## config.mk

```make
export PLATFORM = sky130hd
export DESIGN_NAME = branch_resolve_ctrl_flat
export DESIGN_NICKNAME = d
export VERILOG_FILES = /design/src/rtl/branch_resolve_ctrl_if.sv /design/src/rtl/branch_resolve_ctrl.sv /design/src/flat_wrapper.sv
export SDC_FILE = /design/constraint.sdc
export NUM_CORES = 1
export LEC_CHECK = 0
export CAP_MARGIN = 20
export CORE_MARGIN = 3
export CORE_UTILIZATION = 40
export DETAILED_ROUTE_END_ITERATION = 12
export MAX_ROUTING_LAYER = met4
export SYNTH_ARGS = -nofsm -noshare
export SYNTH_HDL_FRONTEND = slang
export SYNTH_SLANG_ARGS = --single-unit
```

## constraint.sdc

```tcl
create_clock -name i_clk -period 3.7 [get_ports i_clk]
set_input_delay 0.37 -clock i_clk [delete_from_list [all_inputs] [get_ports i_clk]]
set_output_delay 0.37 -clock i_clk [all_outputs]
set_load 0.005 [all_outputs]
```

## src/rtl/branch_resolve_ctrl_if.sv

```systemverilog
// Request/response bundle for branch_resolve_ctrl: operand request in, resolution result out.
interface branch_resolve_ctrl_if;
  logic        i_valid;
  logic        o_ready;
  logic [2:0]  i_funct3;
  logic [31:0] i_rs1_data;
  logic [31:0] i_rs2_data;
  logic [31:0] i_pc;
  logic [31:0] i_imm;
  logic        i_pred_taken;
  logic        i_flush;
  logic        o_valid;
  logic        i_ready;
  logic        o_taken;
  logic        o_mispredict;
  logic        o_illegal;
  logic        o_misalign;
  logic [31:0] o_target;

  modport slave (
    input  i_valid, i_funct3, i_rs1_data, i_rs2_data, i_pc, i_imm, i_pred_taken,
    input  i_flush, i_ready,
    output o_ready, o_valid, o_taken, o_mispredict, o_illegal, o_misalign, o_target
  );

  modport master (
    output i_valid, i_funct3, i_rs1_data, i_rs2_data, i_pc, i_imm, i_pred_taken,
    output i_flush, i_ready,
    input  o_ready, o_valid, o_taken, o_mispredict, o_illegal, o_misalign, o_target
  );
endinterface

```

## src/rtl/branch_resolve_ctrl.sv

```systemverilog
// Branch resolution unit: registered operands -> brc compare -> registered result (IDLE/EVAL/RESP).
// Optional statistics counters are built only when BRC_STATS_EN is defined.

// Equality / less-than comparator for RISC-V branches.
module brc (
  input  logic [31:0] i_rs1,
  input  logic [31:0] i_rs2,
  input  logic        i_br_un,
  output logic        o_eq,
  output logic        o_lt
);
  // Signed or unsigned compare selected by i_br_un.
  always_comb begin
    o_eq = (i_rs1 == i_rs2);
    if (i_br_un) begin
      o_lt = (i_rs1 < i_rs2);
    end else begin
      o_lt = ($signed(i_rs1) < $signed(i_rs2));
    end
  end
endmodule

module branch_resolve_ctrl #(
  parameter int STAT_W = 16
) (
  input  logic                  i_clk,
  input  logic                  i_reset,
  branch_resolve_ctrl_if.slave  bus
`ifdef BRC_STATS_EN
  ,
  output logic [STAT_W-1:0]     o_br_count,
  output logic [STAT_W-1:0]     o_mp_count
`endif
);

  typedef enum logic [1:0] {
    IDLE = 2'd0,
    EVAL = 2'd1,
    RESP = 2'd2
  } state_e;

  state_e      state_q, state_d;
  logic [2:0]  funct3_q, funct3_d;
  logic [31:0] rs1_q, rs1_d, rs2_q, rs2_d, pc_q, pc_d, imm_q, imm_d;
  logic        pred_q, pred_d;
  logic        ready_q, ready_d, valid_q, valid_d;
  logic        taken_q, taken_d, mp_q, mp_d, ill_q, ill_d, mis_q, mis_d;
  logic [31:0] target_q, target_d;
  logic        cmp_eq_s, cmp_lt_s;
  logic        eval_taken_s, eval_ill_s;
  logic [31:0] eval_target_s;

  brc u_brc (
    .i_rs1   (rs1_q),
    .i_rs2   (rs2_q),
    .i_br_un (funct3_q[1]),
    .o_eq    (cmp_eq_s),
    .o_lt    (cmp_lt_s)
  );

`ifdef BRC_STATS_EN
  localparam logic [STAT_W-1:0] CNT_ONE = {{(STAT_W-1){1'b0}}, 1'b1};
  localparam logic [STAT_W-1:0] CNT_MAX = {STAT_W{1'b1}};
  logic [STAT_W-1:0] br_cnt_q, br_cnt_d, mp_cnt_q, mp_cnt_d;
  assign o_br_count = br_cnt_q;
  assign o_mp_count = mp_cnt_q;
`endif

  // Resolve the captured branch from the comparator outputs.
  always_comb begin
    eval_taken_s = 1'b0;
    eval_ill_s   = 1'b0;
    case (funct3_q)
      3'b000:         eval_taken_s = cmp_eq_s;
      3'b001:         eval_taken_s = ~cmp_eq_s;
      3'b100, 3'b110: eval_taken_s = cmp_lt_s;
      3'b101, 3'b111: eval_taken_s = ~cmp_lt_s;
      default:        eval_ill_s   = 1'b1;
    endcase
    if (eval_taken_s) begin
      eval_target_s = pc_q + imm_q;
    end else begin
      eval_target_s = pc_q + 32'd4;
    end
  end

  // Next-state, capture and result-register logic; flush overrides every state.
  always_comb begin
    state_d  = state_q;
    funct3_d = funct3_q;
    rs1_d    = rs1_q;
    rs2_d    = rs2_q;
    pc_d     = pc_q;
    imm_d    = imm_q;
    pred_d   = pred_q;
    valid_d  = valid_q;
    taken_d  = taken_q;
    mp_d     = mp_q;
    ill_d    = ill_q;
    mis_d    = mis_q;
    target_d = target_q;
`ifdef BRC_STATS_EN
    br_cnt_d = br_cnt_q;
    mp_cnt_d = mp_cnt_q;
`endif
    if (bus.i_flush) begin
      state_d  = IDLE;
      valid_d  = 1'b0;
      taken_d  = 1'b0;
      mp_d     = 1'b0;
      ill_d    = 1'b0;
      mis_d    = 1'b0;
      target_d = 32'd0;
    end else begin
      case (state_q)
        IDLE: begin
          if (bus.i_valid && ready_q) begin
            state_d  = EVAL;
            funct3_d = bus.i_funct3;
            rs1_d    = bus.i_rs1_data;
            rs2_d    = bus.i_rs2_data;
            pc_d     = bus.i_pc;
            imm_d    = bus.i_imm;
            pred_d   = bus.i_pred_taken;
          end else begin
            state_d = IDLE;
          end
        end
        EVAL: begin
          state_d  = RESP;
          valid_d  = 1'b1;
          taken_d  = eval_taken_s;
          ill_d    = eval_ill_s;
          target_d = eval_target_s;
          mis_d    = eval_taken_s & (eval_target_s[1:0] != 2'b00);
          mp_d     = eval_ill_s ? 1'b0 : (eval_taken_s ^ pred_q);
        end
        RESP: begin
          if (bus.i_ready) begin
            state_d  = IDLE;
            valid_d  = 1'b0;
            taken_d  = 1'b0;
            mp_d     = 1'b0;
            ill_d    = 1'b0;
            mis_d    = 1'b0;
            target_d = 32'd0;
`ifdef BRC_STATS_EN
            if (br_cnt_q != CNT_MAX) begin
              br_cnt_d = br_cnt_q + CNT_ONE;
            end else begin
              br_cnt_d = br_cnt_q;
            end
            if (mp_q && (mp_cnt_q != CNT_MAX)) begin
              mp_cnt_d = mp_cnt_q + CNT_ONE;
            end else begin
              mp_cnt_d = mp_cnt_q;
            end
`endif
          end else begin
            state_d = RESP;
          end
        end
        default: begin
          state_d = IDLE;
          valid_d = 1'b0;
        end
      endcase
    end
    ready_d = (state_d == IDLE);
  end

  // State and output registers with synchronous reset.
  always_ff @(posedge i_clk) begin
    if (i_reset) begin
      state_q  <= IDLE;
      funct3_q <= 3'd0;
      rs1_q    <= 32'd0;
      rs2_q    <= 32'd0;
      pc_q     <= 32'd0;
      imm_q    <= 32'd0;
      pred_q   <= 1'b0;
      ready_q  <= 1'b1;
      valid_q  <= 1'b0;
      taken_q  <= 1'b0;
      mp_q     <= 1'b0;
      ill_q    <= 1'b0;
      mis_q    <= 1'b0;
      target_q <= 32'd0;
`ifdef BRC_STATS_EN
      br_cnt_q <= {STAT_W{1'b0}};
      mp_cnt_q <= {STAT_W{1'b0}};
`endif
    end else begin
      state_q  <= state_d;
      funct3_q <= funct3_d;
      rs1_q    <= rs1_d;
      rs2_q    <= rs2_d;
      pc_q     <= pc_d;
      imm_q    <= imm_d;
      pred_q   <= pred_d;
      ready_q  <= ready_d;
      valid_q  <= valid_d;
      taken_q  <= taken_d;
      mp_q     <= mp_d;
      ill_q    <= ill_d;
      mis_q    <= mis_d;
      target_q <= target_d;
`ifdef BRC_STATS_EN
      br_cnt_q <= br_cnt_d;
      mp_cnt_q <= mp_cnt_d;
`endif
    end
  end

  assign bus.o_ready      = ready_q;
  assign bus.o_valid      = valid_q;
  assign bus.o_taken      = taken_q;
  assign bus.o_mispredict = mp_q;
  assign bus.o_illegal    = ill_q;
  assign bus.o_misalign   = mis_q;
  assign bus.o_target     = target_q;

endmodule
```

## src/flat_wrapper.sv

```systemverilog
// flat-port wrapper written by rule: the top's interface ports become plain ports
module branch_resolve_ctrl_flat 
#(
  parameter int STAT_W = 16
)
  (i_clk, i_reset, bus_i_valid, bus_i_funct3, bus_i_rs1_data, bus_i_rs2_data, bus_i_pc, bus_i_imm, bus_i_pred_taken, bus_i_flush, bus_i_ready, bus_o_ready, bus_o_valid, bus_o_taken, bus_o_mispredict, bus_o_illegal, bus_o_misalign, bus_o_target);
  branch_resolve_ctrl_if bus_i ();
  input  logic i_clk;
  input  logic i_reset;
  input wire logic [$bits(bus_i.i_valid)-1:0] bus_i_valid;
  input wire logic [$bits(bus_i.i_funct3)-1:0] bus_i_funct3;
  input wire logic [$bits(bus_i.i_rs1_data)-1:0] bus_i_rs1_data;
  input wire logic [$bits(bus_i.i_rs2_data)-1:0] bus_i_rs2_data;
  input wire logic [$bits(bus_i.i_pc)-1:0] bus_i_pc;
  input wire logic [$bits(bus_i.i_imm)-1:0] bus_i_imm;
  input wire logic [$bits(bus_i.i_pred_taken)-1:0] bus_i_pred_taken;
  input wire logic [$bits(bus_i.i_flush)-1:0] bus_i_flush;
  input wire logic [$bits(bus_i.i_ready)-1:0] bus_i_ready;
  output wire logic [$bits(bus_i.o_ready)-1:0] bus_o_ready;
  output wire logic [$bits(bus_i.o_valid)-1:0] bus_o_valid;
  output wire logic [$bits(bus_i.o_taken)-1:0] bus_o_taken;
  output wire logic [$bits(bus_i.o_mispredict)-1:0] bus_o_mispredict;
  output wire logic [$bits(bus_i.o_illegal)-1:0] bus_o_illegal;
  output wire logic [$bits(bus_i.o_misalign)-1:0] bus_o_misalign;
  output wire logic [$bits(bus_i.o_target)-1:0] bus_o_target;
  assign bus_i.i_valid = bus_i_valid;
  assign bus_i.i_funct3 = bus_i_funct3;
  assign bus_i.i_rs1_data = bus_i_rs1_data;
  assign bus_i.i_rs2_data = bus_i_rs2_data;
  assign bus_i.i_pc = bus_i_pc;
  assign bus_i.i_imm = bus_i_imm;
  assign bus_i.i_pred_taken = bus_i_pred_taken;
  assign bus_i.i_flush = bus_i_flush;
  assign bus_i.i_ready = bus_i_ready;
  assign bus_o_ready = bus_i.o_ready;
  assign bus_o_valid = bus_i.o_valid;
  assign bus_o_taken = bus_i.o_taken;
  assign bus_o_mispredict = bus_i.o_mispredict;
  assign bus_o_illegal = bus_i.o_illegal;
  assign bus_o_misalign = bus_i.o_misalign;
  assign bus_o_target = bus_i.o_target;
  branch_resolve_ctrl #(.STAT_W(STAT_W)) u_core (.i_clk(i_clk), .i_reset(i_reset), .bus(bus_i));
endmodule
```

=== Word level (Yosys, flattened, before mapping) ===
Index checks and enable logic that the tools add are counted.

* Register bits after elaboration: 172
* Output and inout port bits: 38

* $add $sub $neg: 2
* Order comparisons: 2
* Equality and inequality tests: 9
* Muxes and demuxes: 17
* Bitwise gates (word level): 6
* Reduce and logical (&&, ||, !) cells: 13

{| class="wikitable"
|+ Operator list
! operator !! count
|-
| $lt A32 B32 Y1 || 2
|-
| $mux W32 || 2
|-
| $pmux W32 S2 || 1
|-
| $add A32 B3 Y32 const B || 1
|-
| $add A32 B32 Y32 || 1
|-
| $eq A32 B32 Y1 || 1
|-
| $eq A3 B3 Y1 const B || 4
|-
| $pmux W1 S2 || 4
|-
| $pmux W2 S3 || 1
|-
| $reduce_or A2 Y1 || 3
|-
| $reduce_or A6 Y1 || 1
|-
| $mux W1 || 5
|-
| $logic_not A2 Y1 || 2
|-
| $mux W2 || 2
|-
| $not A1 Y1 || 4
|-
| $pmux W1 S4 || 1
|-
| $reduce_and A2 Y1 || 2
|-
| $reduce_bool A2 Y1 || 2
|-
| $eq A3 B1 Y1 const B || 1
|-
| $logic_not A3 Y1 || 1
|-
| $pmux W1 S3 || 1
|-
| $reduce_and A3 Y1 || 1
|-
| $eq A2 B1 Y1 const B || 1
|-
| $eq A2 B2 Y1 const B || 1
|-
| 4 further kinds || 4
|}

=== Longest topological paths before layout ===
Gate-level depths: netlist of the first run.

* Depth in word-level cells: 8
* Depth in mapped cells: 15
* Depth with buffers taken out: 12

=== Hierarchy ===
From an unflattened synthesis of the first run, not the netlist that was laid out.

* Cells, all modules: 1,198
* Area, all modules: 9,127.5 µm²

{| class="wikitable"
|+ Modules (own cells, without submodules)
! module !! times used !! cells each !! area each (µm²) !! sequential area each (µm²)
|-
| branch_resolve_ctrl || 1 || 1,086 || 8,313.0 || 3,443.3
|-
| brc || 1 || 112 || 814.5 || 0.0
|}

=== Worst setup path after synthesis of the first run ===
Ideal clock, no wire load.

* Kind: register to register
* From: register u_core.imm_q[0]
* To: register u_core.target_q[30], in the netlist u_core.bus.o_target[30]
* Library setup time: 0.117 ns
* Arrival time: 2.703 ns
* Path slack: 0.880 ns
* Cell stages (with the launch flop): 13
* Path buffers: 0
* Period minus slack after synthesis: 2.820 ns
* Path through: dfxtp_1 ha_1 fa_1 a211oi_2 nor2_1 o31ai_2 a21o_1 o211ai_1 a31o_2 a311oi_1 xor2_1 a21oi_1 a22o_1

* Longest elaborated chain between the ends: 3

{| class="wikitable"
|+ Ends and longest elaborated chain
! element !! RTL line !! source
|-
| start: declaration || branch_resolve_ctrl.sv:44 || <nowiki>logic [31:0] rs1_q, rs1_d, rs2_q, rs2_d, pc_q, pc_d, imm_q, imm_d;</nowiki>
|-
| start signal: assignment || branch_resolve_ctrl.sv:199 || <nowiki>imm_q <= imm_d;</nowiki>
|-
| $add A32 B32 Y32 || branch_resolve_ctrl.sv:81 || <nowiki>eval_target_s = pc_q + imm_q;</nowiki>
|-
| $mux W32 || branch_resolve_ctrl.sv:80 || <nowiki>if (eval_taken_s) begin</nowiki>
|-
| $pmux W32 S2 || branch_resolve_ctrl.sv:115 || <nowiki>case (state_q)</nowiki>
|-
| end signal: assignment || branch_resolve_ctrl.sv:207 || <nowiki>target_q <= target_d;</nowiki>
|-
| end: declaration || branch_resolve_ctrl.sv:48 || <nowiki>logic [31:0] target_q, target_d;</nowiki>
|}

Every way passes these cells.
A chain may end at the register's enable or synchronous reset.

=== Worst setup path in the final report of the first run ===
Same ends and word-level chain as after synthesis.

==> results.ini, run 1 <==
[logic_synthesis]
async_flop_share = 0
syn_inst = 1188
synth_area_mm2 = 0.00912
synthTopCellsByArea = dfxtp_1 38%, nand2_1 14%, a21oi_1 9.7%, ha_1 8.8%, xnor2_1 3.2%
synth_top_area_frac = 0.378
mappedNetlistNets = 1390
synth_top_cell_by_area = dfxtp_1
syn_area_per_cell_um2 = 7.68
synthFlopType = dfxtp_1
ys_warn_count = 0
synth_edf_count = 0
synth_seq_cells = 172
seq_area_frac_synth = 0.378
ys_types = 65

[detailed_routing]
ant_nets = 0
drcViolationCount = 0
routedWlPerCell_um = 15.7
drt-pass1-iter-count = 4
drt-total-wl_um = 25500
via_count = 8388
vias_per_cell = 5.17
first_iter_violations = 493

[power]
p_seq_frac = 0.448
internal-power_uw = 3160
pwr-share-clk = 0.393
p_switching_uw = 1280
pwr-share-comb = 0.159
finalPower_uw = 4440
leakage_uw = 0.00439
switching_share = 0.288
ir_drop_mv = 0.292
powerDensity_mw_per_mm2 = 380

[floorplanning]
ios = 175
start_util = 0.413
rows = 54
coreArea_mm2 = 0.0221
die_w_um = 157
die_h_um = 157
die_area_mm2 = 0.0246

[global_route]
overflow = 0
antenna_found_initial = 2
grt_pass1_vias = 7945
grt_pass1_wl_um = 40800
track_usage = 0.214
grt_max_degree = 99

[run_status]
status = complete, no violations

[timing]
setup_tns_ns = 0
finalCritPeriodShare = 0.911
finalSetupViolations = 0
fmax_ghz = 0.297
hold_viol_final = 0
min_period_ns = 3.37
drv_slew = 0
rsz0062_at_grt = no
worst_pin_slew_ns = 0.833
worst_slew_margin_rel = 0.444
fin_skew_ns = 0.0138

[placed_design]
io_buffers = 174
dp_cells = 1586
gp_congestion = 0.882
hpwl_um = 18900

[layout]
final_common_cell = nand2_1
fin_util = 0.528
nets = 1529
instances_no_fill = 1623
drive_above_1_share = 0.0493
layout_common_cells = 333 x nand2_1, 177 x a21oi_1, 173 x clkdlybuf4s50_1
area_delta_synth_final_pct = 28.0

[clock_network]
post_cts_resized = 0
cts.sinks = 172
cts_buffer_depth = 2
clkTransAtPathRegs_ns = 0.07
post_cts_buffers = 0
cts-root-buf = clkbuf_16
cts_buffers = 17
cts_hold_repair.buffers = 0
cts_tree = yes
htreeDepth = 4
clock_latency_ns = 0.44

[flow_run]
max_cap_viol_count = 0

[setup_path]
path_max_fanout = 6
required_ns = 4.02
crit_path_start_kind = register
worst-setup-path-type = register to register
worstPathArrival_ns = 3.70
endpoint_kind = register

[min_path]
hold_class = input pin to register

## cell type report
| type | instances | area, µm² |
|---|---|---|
| multi-input cells | 909 | 5250 |
| flip-flops and latches | 172 | 3440 |
| clock inverters | 15 | 150 |
| fillers | 2155 | 10400 |
| diodes | 3 | 7.51 |
| inverters | 40 | 150 |
| repair buffers | 187 | 1890 |
| clock buffers | 17 | 425 |
| well taps | 280 | 350 |
## worst paths after layout
path	cells after the start	to	slack, ns	from
setup / recovery	12	u_core.bus.o_target[30]$_SDFFE_PP0P_	0.33	u_core.imm_q[0]$_SDFFE_PP0P_
hold reg to reg	2	u_core.bus.o_target[17]$_SDFFE_PP0P_	0.45	u_core.bus.o_target[17]$_SDFFE_PP0P_
setup reg to reg	12	u_core.bus.o_target[30]$_SDFFE_PP0P_	0.33	u_core.imm_q[0]$_SDFFE_PP0P_
hold / removal	2	u_core.rs2_q[27]$_SDFFE_PP0P_	0.44	i_reset
## cells in the mapped netlist (16+ instances only)
master    number
a21oi_1      177
a22o_1        16
clkbuf_1      59
dfxtp_1      172
ha_1          64
inv_1         40
nand2_1      333
nand3_1       25
nor2_1        35
o21ai_0       29
o21ai_1       22
xnor2_1       33
xor2_1        23
## cells by family (layout without fill, tap and decap cells)
family / after synthesis / after routing / share of synthesized area
AND/OR/NAND/NOR: 465 / 465 / 0.218
AO/OA/AOI/OAI: 317 / 317 / 0.206
flip-flops: 172 / 172 / 0.378
buffers and inverters: 107 / 259 / 0.0475
adder cells (fa/ha/maj): 65 / 65 / 0.0900
XOR/XNOR: 56 / 56 / 0.0538
multiplexers: 6 / 6 / 0.00672
other: 0 / 3 / 0
## metrics by stage
stage	area, µm²	hold slack [ns]	setup slack [ns]
after floorplan	9120	0.436	0.880
after global placement	11000	0.443	0.410
after detailed placement	11000	0.444	0.367
after CTS	11600	0.424	0.327
after global routing	11700	0.435	0.0606
final	11700	0.436	0.328
## power groups by stage
stage | Sequential (µW) | Clock [µW] | Combinational, µW
2_1_floorplan | 2010 | 0 | 440
3_3_place_gp | 2030 | 0 | 696
3_5_place_dp | 2030 | 0 | 700
4_1_cts | 1990 | 1790 | 705
5_1_grt | 2000 | 1860 | 792
6_report | 1990 | 1740 | 707
## registers in the layout, summed over array words and instances (netlist names), 2 cells and up
name	count
u_core.state_q	2
u_core.bus.o_target	32
u_core.rs2_q	32
u_core.imm_q	32
u_core.funct3_q	3
u_core.rs1_q	32
u_core.pc_q	32
## per-layer routing
| layer | vias up | routed length [µm] | track usage |
|---|---|---|---|
| met3 | 20 | 1450 | 0.0478 |
| met1 | 3806 | 12000 | 0.281 |
| met5 | - | 0 | - |
| met2 | 203 | 11800 | 0.338 |
| li1 | 4359 | - | - |
| met4 | 0 | 252 | 0.0463 |
## critical path: stages (launching register included)
cell and delay [ns]:
dfxtp_1 0.32, ha_1 0.22, fa_1 0.46, a211oi_2 0.25
nor2_1 0.11, o31ai_2 0.27, a21o_1 0.33, o211ai_1 0.14
a31o_2 0.29, a311oi_1 0.32, xor2_1 0.19, a21oi_1 0.11
a22o_1 0.25
(Power assumes the default switching activity.)
==> inputs of run 2 (changes only) <==
- SLEW_MARGIN: default -> 20
==> results.ini, run 2 (synthesized netlist as in run 1, its figures left out) <==
[run_status]
status = complete, no violations

[layout]
area_delta_synth_final_pct = 27.7
fin_util = 0.527  ; -0.00119
layout_common_cells = 333 x nand2_1, 177 x a21oi_1, 173 x clkdlybuf4s50_1
final_common_cell = nand2_1
nets = 1528  ; -0.065%
stdcell_area_mm2 = 0.0116  ; -0.22%
drive_above_1_share = 0.0493  ; about the same
fillers = 2159  ; +0.19%

[timing]
fmax_ghz = 0.296  ; -0.32%
hold_viol_final = 0  ; unchanged
min_period_ns = 3.38  ; +0.0107 ns
setup_tns_ns = 0  ; unchanged
finalSetupViolations = 0  ; unchanged
layout_setup_ws_ns = 0.317  ; -0.0107 ns
finalCritPeriodShare = 0.914  ; +0.00289
drv_slew = 0  ; unchanged
rsz0062_at_grt = no
worst_slew_margin_rel = 0.444  ; -0.000845
fin_skew_ns = 0.0137  ; -0.000117 ns
worst_pin_slew_ns = 0.835  ; +0.00127 ns

[setup_path]
crit_path_start_kind = register
path_max_fanout = 6  ; unchanged
required_ns = 4.03  ; about the same
worstPathArrival_ns = 3.71  ; about the same
worst-setup-path-type = register to register
endpoint_kind = register

[clock_network]
cts_buffers = 17  ; unchanged
cts_buffer_depth = 2  ; unchanged
clkTransAtPathRegs_ns = 0.07  ; about the same
post_cts_resized = 0  ; unchanged
clock_latency_ns = 0.44  ; about the same
cts.sinks = 172  ; unchanged
cts-root-buf = clkbuf_16
cts_hold_repair.buffers = 0  ; unchanged
cts_tree = yes
htreeDepth = 4  ; unchanged
post_cts_buffers = 0  ; unchanged

[floorplanning]
start_util = 0.413  ; unchanged
die_h_um = 157  ; unchanged
die_w_um = 157  ; unchanged
ios = 175  ; unchanged
coreArea_mm2 = 0.0221  ; unchanged
rows = 54  ; unchanged
die_area_mm2 = 0.0246  ; unchanged

[placed_design]
io_buffers = 174  ; unchanged
gp_congestion = 0.882  ; unchanged
dpl_cell_area_mm2 = 0.0110  ; unchanged
hpwl_um = 18900  ; unchanged
dp_slack_ns = 0.367  ; unchanged

[detailed_routing]
routedWlPerCell_um = 15.8  ; +0.45%
via_count = 8443  ; +0.66%
drt-total-wl_um = 25600  ; +0.39%
drcViolationCount = 0  ; unchanged
ant_nets = 0  ; unchanged
first_iter_violations = 493  ; unchanged
drt-pass1-iter-count = 5  ; +1
vias_per_cell = 5.21  ; +0.72%

[global_route]
grt_max_degree = 99  ; unchanged
grt_pass1_vias = 7945  ; unchanged
antenna_found_initial = 3  ; +1
track_usage = 0.214  ; unchanged
overflow = 0  ; unchanged
grt_pass1_wl_um = 40800  ; unchanged

[min_path]
hold_class = input pin to register

[power]
ir_drop_mv = 0.292  ; -0.16%
leakage_uw = 0.00438  ; -0.26%
powerDensity_mw_per_mm2 = 381  ; +0.27%

[flow_run]
max_cap_viol_count = 0  ; unchanged

## run 2: layer usage
layer,part of all wire,up-vias,GRT usage
li1,-,4354,-
met1,0.47,3862,0.281
met2,0.46,204,0.338
met3,0.053,23,0.0478
met4,0.013,0,0.0463
met5,0,-,-
## run 2: layout make-up
type                            instances  area [µm²]  share of cell area
Multi-Input combinational cell        909        5260               0.451
Timing Repair Buffer                  186        1860               0.160
Inverter                               40         150              0.0129
Tap cell                              280         350              0.0301
Clock buffer                           17         425              0.0365
Sequential cell                       172        3440               0.296
Antenna cell                            3        7.51            0.000645
Clock inverter                         15         150              0.0129
## run 2: report_power, final
| part | internal (µW) | switching [µW] | leakage (µW) |
|---|---|---|---|
| Clock | 899 | 850 | 0.000283 |
| Sequential | 1920 | 62.5 | 0.00140 |
| Combinational | 335 | 369 | 0.00270 |
## run 2: worst paths after layout
check	slack, ns	to	start	depth (start not counted)
worst max-delay path	0.32	u_core.bus.o_target[30]$_SDFFE_PP0P_	u_core.imm_q[0]$_SDFFE_PP0P_	12
worst min-delay path	0.43	u_core.rs2_q[27]$_SDFFE_PP0P_	i_reset	2
worst max register to register	0.32	u_core.bus.o_target[30]$_SDFFE_PP0P_	u_core.imm_q[0]$_SDFFE_PP0P_	12
worst min register to register	0.45	u_core.bus.o_target[7]$_SDFFE_PP0P_	u_core.bus.o_target[7]$_SDFFE_PP0P_	2
## run 2: worst max-delay path: stages, from the launching register on
cell and delay (ns):
dfxtp_1 0.32, ha_1 0.22, fa_1 0.46, a211oi_2 0.26, nor2_1 0.11, o31ai_2 0.27, a21o_1 0.33, o211ai_1 0.14
a31o_2 0.29, a311oi_1 0.32, xor2_1 0.19, a21oi_1 0.11, a22o_1 0.25
## run 2: per-stage QoR
step / cells / hold WS [ns] / power, µW
global route: 1622 / 0.435 / 4640
global placement: 1586 / 0.443 / 2720
CTS: 1618 / 0.424 / 4480
finish: 1622 / 0.429 / 4440
floorplan: 1188 / 0.436 / 2450
detailed placement: 1586 / 0.444 / 2730
==> inputs of run 3 (changes only) <==
- CORE_ASPECT_RATIO: default -> 0.5
- CTS_BUF_LIST: default -> sky130_fd_sc_hd__clkbuf_8
- DONT_BUFFER_PORTS: default -> 1
==> results.ini, run 3 (synthesized netlist as in run 1, its figures left out) <==
[timing]
min_period_ns = 3.31  ; -0.0687 ns
finalCritPeriodShare = 0.896  ; -0.0186
fmax_ghz = 0.302  ; +2.1%
setup_tns_ns = 0  ; unchanged
hold_viol_final = 0  ; unchanged
rsz0062_at_grt = no
worst_slew_margin_rel = 0.299  ; -0.145
worst_pin_slew_ns = 1.05  ; +0.217 ns
drv_slew = 0  ; unchanged
finalSetupViolations = 0  ; unchanged
whs_ns = 0.0302  ; -0.399 ns
fin_skew_ns = 0.0134  ; -0.000250 ns

[clock_network]
htreeDepth = 4  ; unchanged
cts_hold_repair.buffers = 114  ; +114
clock_latency_ns = 0.49  ; +0.05 ns
cts_buffer_depth = 2  ; unchanged
cts_buffers = 17  ; unchanged
cts_tree = yes
cts.sinks = 172  ; unchanged
post_cts_resized = 0  ; unchanged
clkTransAtPathRegs_ns = 0.09  ; +0.02 ns
post_cts_buffers = 0  ; unchanged
cts-root-buf = clkbuf_8

[setup_path]
endpoint_kind = register
required_ns = 4.13  ; +0.10 ns
crit_path_start_kind = register
worstPathArrival_ns = 3.75  ; +0.04 ns
path_max_fanout = 32  ; +26
worst-setup-path-type = register to register

[power]
internal-power_uw = 3100  ; -1.9%
powerDensity_mw_per_mm2 = 386  ; +1.3%
leakage_uw = 0.00414  ; -5.5%
p_switching_uw = 1130  ; -12%
finalPower_uw = 4230  ; -4.7%
pwr-share-comb = 0.152  ; -0.006
p_seq_frac = 0.470  ; +0.022
ir_drop_mv = 0.237  ; -19%
switching_share = 0.267  ; -0.0213
pwr-share-clk = 0.378  ; -0.016

[layout]
instances_no_fill = 1577  ; -2.8%
drive_above_1_share = 0.0486  ; -0.000739
area_delta_synth_final_pct = 20.1
nets = 1466  ; -4.1%
final_common_cell = nand2_1
antenna_cells = 0  ; -3
layout_common_cells = 333 x nand2_1, 177 x a21oi_1, 172 x dfxtp_1

[global_route]
track_usage = 0.214  ; +0.000786
grt_pass1_vias = 8049  ; +1.3%
grt_pass1_wl_um = 41100  ; +0.51%
grt_max_degree = 134  ; +35%
antenna_found_initial = 0  ; -3
grt_util_met1 = 0.269  ; -0.0118
grt.busiest_layer = met2
use_met3 = 0.0453  ; -0.00250
use_met2 = 0.346  ; +0.00805
overflow = 0  ; unchanged

[detailed_routing]
drcViolationCount = 0  ; unchanged
ant_nets = 0  ; unchanged
first_iter_violations = 518  ; +5.1%
via_count = 8274  ; -2.0%
routedWlPerCell_um = 16.1  ; +2.1%
vias_per_cell = 5.25  ; +0.79%
drt-pass1-iter-count = 6  ; +1
drt-total-wl_um = 25400  ; -0.75%

[flow_run]
max_cap_viol_count = 0  ; unchanged

[placed_design]
dp_cells = 1431  ; -9.8%
gp_congestion = 0.909  ; +3.0%
io_buffers = 0  ; -100%
hpwl_um = 18200  ; -3.8%

[floorplanning]
coreArea_mm2 = 0.0220  ; -0.36%
die_w_um = 220  ; +40%
die_h_um = 113  ; -28%
rows = 38  ; -30%
die_area_mm2 = 0.0248  ; +0.45%
ios = 175  ; unchanged
start_util = 0.414  ; +0.00150

[min_path]
hold_class = input pin to register

[run_status]
status = complete, no violations

## run 3: cell count changes in the layout (fill, tap and decap cells not counted), sizes merged
cell	before	now
bufinv	0	5
diode	3	0
clkinv	6	1
clkbuf	17	22
inv	48	42
clkinvlp	1	2
dlygate4sd3	0	113
buf	13	11
clkdlybuf4s50	173	0
## run 3: per-layer routing
layer	vias to the layer above	wire length [µm]	share of wire
met5	-	0	0
met4	0	533	0.021
met3	33	1140	0.045
met2	155	12000	0.47
met1	3865	11800	0.46
li1	4221	-	-
## run 3: path summary, 6_finish.rpt
kind	from	to	slack, ns	cells after the start
worst max register to register	u_core.rs2_q[14]$_SDFFE_PP0P_	u_core.bus.o_target[19]$_SDFFE_PP0P_	0.39	13
worst min register to register	u_core.rs2_q[1]$_SDFFE_PP0P_	u_core.rs2_q[1]$_SDFFE_PP0P_	0.46	2
worst min-delay path	bus_i_rs2_data[11]	u_core.rs2_q[11]$_SDFFE_PP0P_	0.03	2
worst max-delay path	u_core.rs2_q[14]$_SDFFE_PP0P_	u_core.bus.o_target[19]$_SDFFE_PP0P_	0.39	13
## run 3: worst max-delay path: stages (launching register included)
cell       delay [ns]
dfxtp_1          0.34
inv_1            0.05
ha_1             0.32
nand4_1          0.16
nor2_1           0.08
o2bb2ai_1        0.12
or4_4            0.52
a21oi_4          0.19
xor2_1           0.16
a211o_2          0.59
buf_12           0.25
nand3_1          0.09
mux2_2           0.30
nand2_1          0.06
## run 3: power by group through the flow
stage	Clock (µW)	Sequential (µW)	Combinational, µW
2_1_floorplan	0	2010	440
3_3_place_gp	0	2030	510
3_5_place_dp	0	2030	520
4_1_cts	1660	1990	643
5_1_grt	1730	2000	724
6_report	1600	1990	641
## run 3: cell type report
type	count	area, µm²
Clock buffer	22	303
Clock inverter	10	183
Fill cell	2130	11100
Inverter	40	150
Multi-Input combinational cell	909	5250
Sequential cell	172	3440
Tap cell	300	375
Timing Repair Buffer	124	1250
## run 3: stage by stage
step,cell area (µm²),setup slack [ns],util
final,11000,0.386,0.498
after global routing,11000,0.154,0.498
after CTS,11000,0.378,0.498
after detailed placement,9310,0.406,0.423
after global placement,9310,0.488,0.423
after floorplan,9120,0.880,-
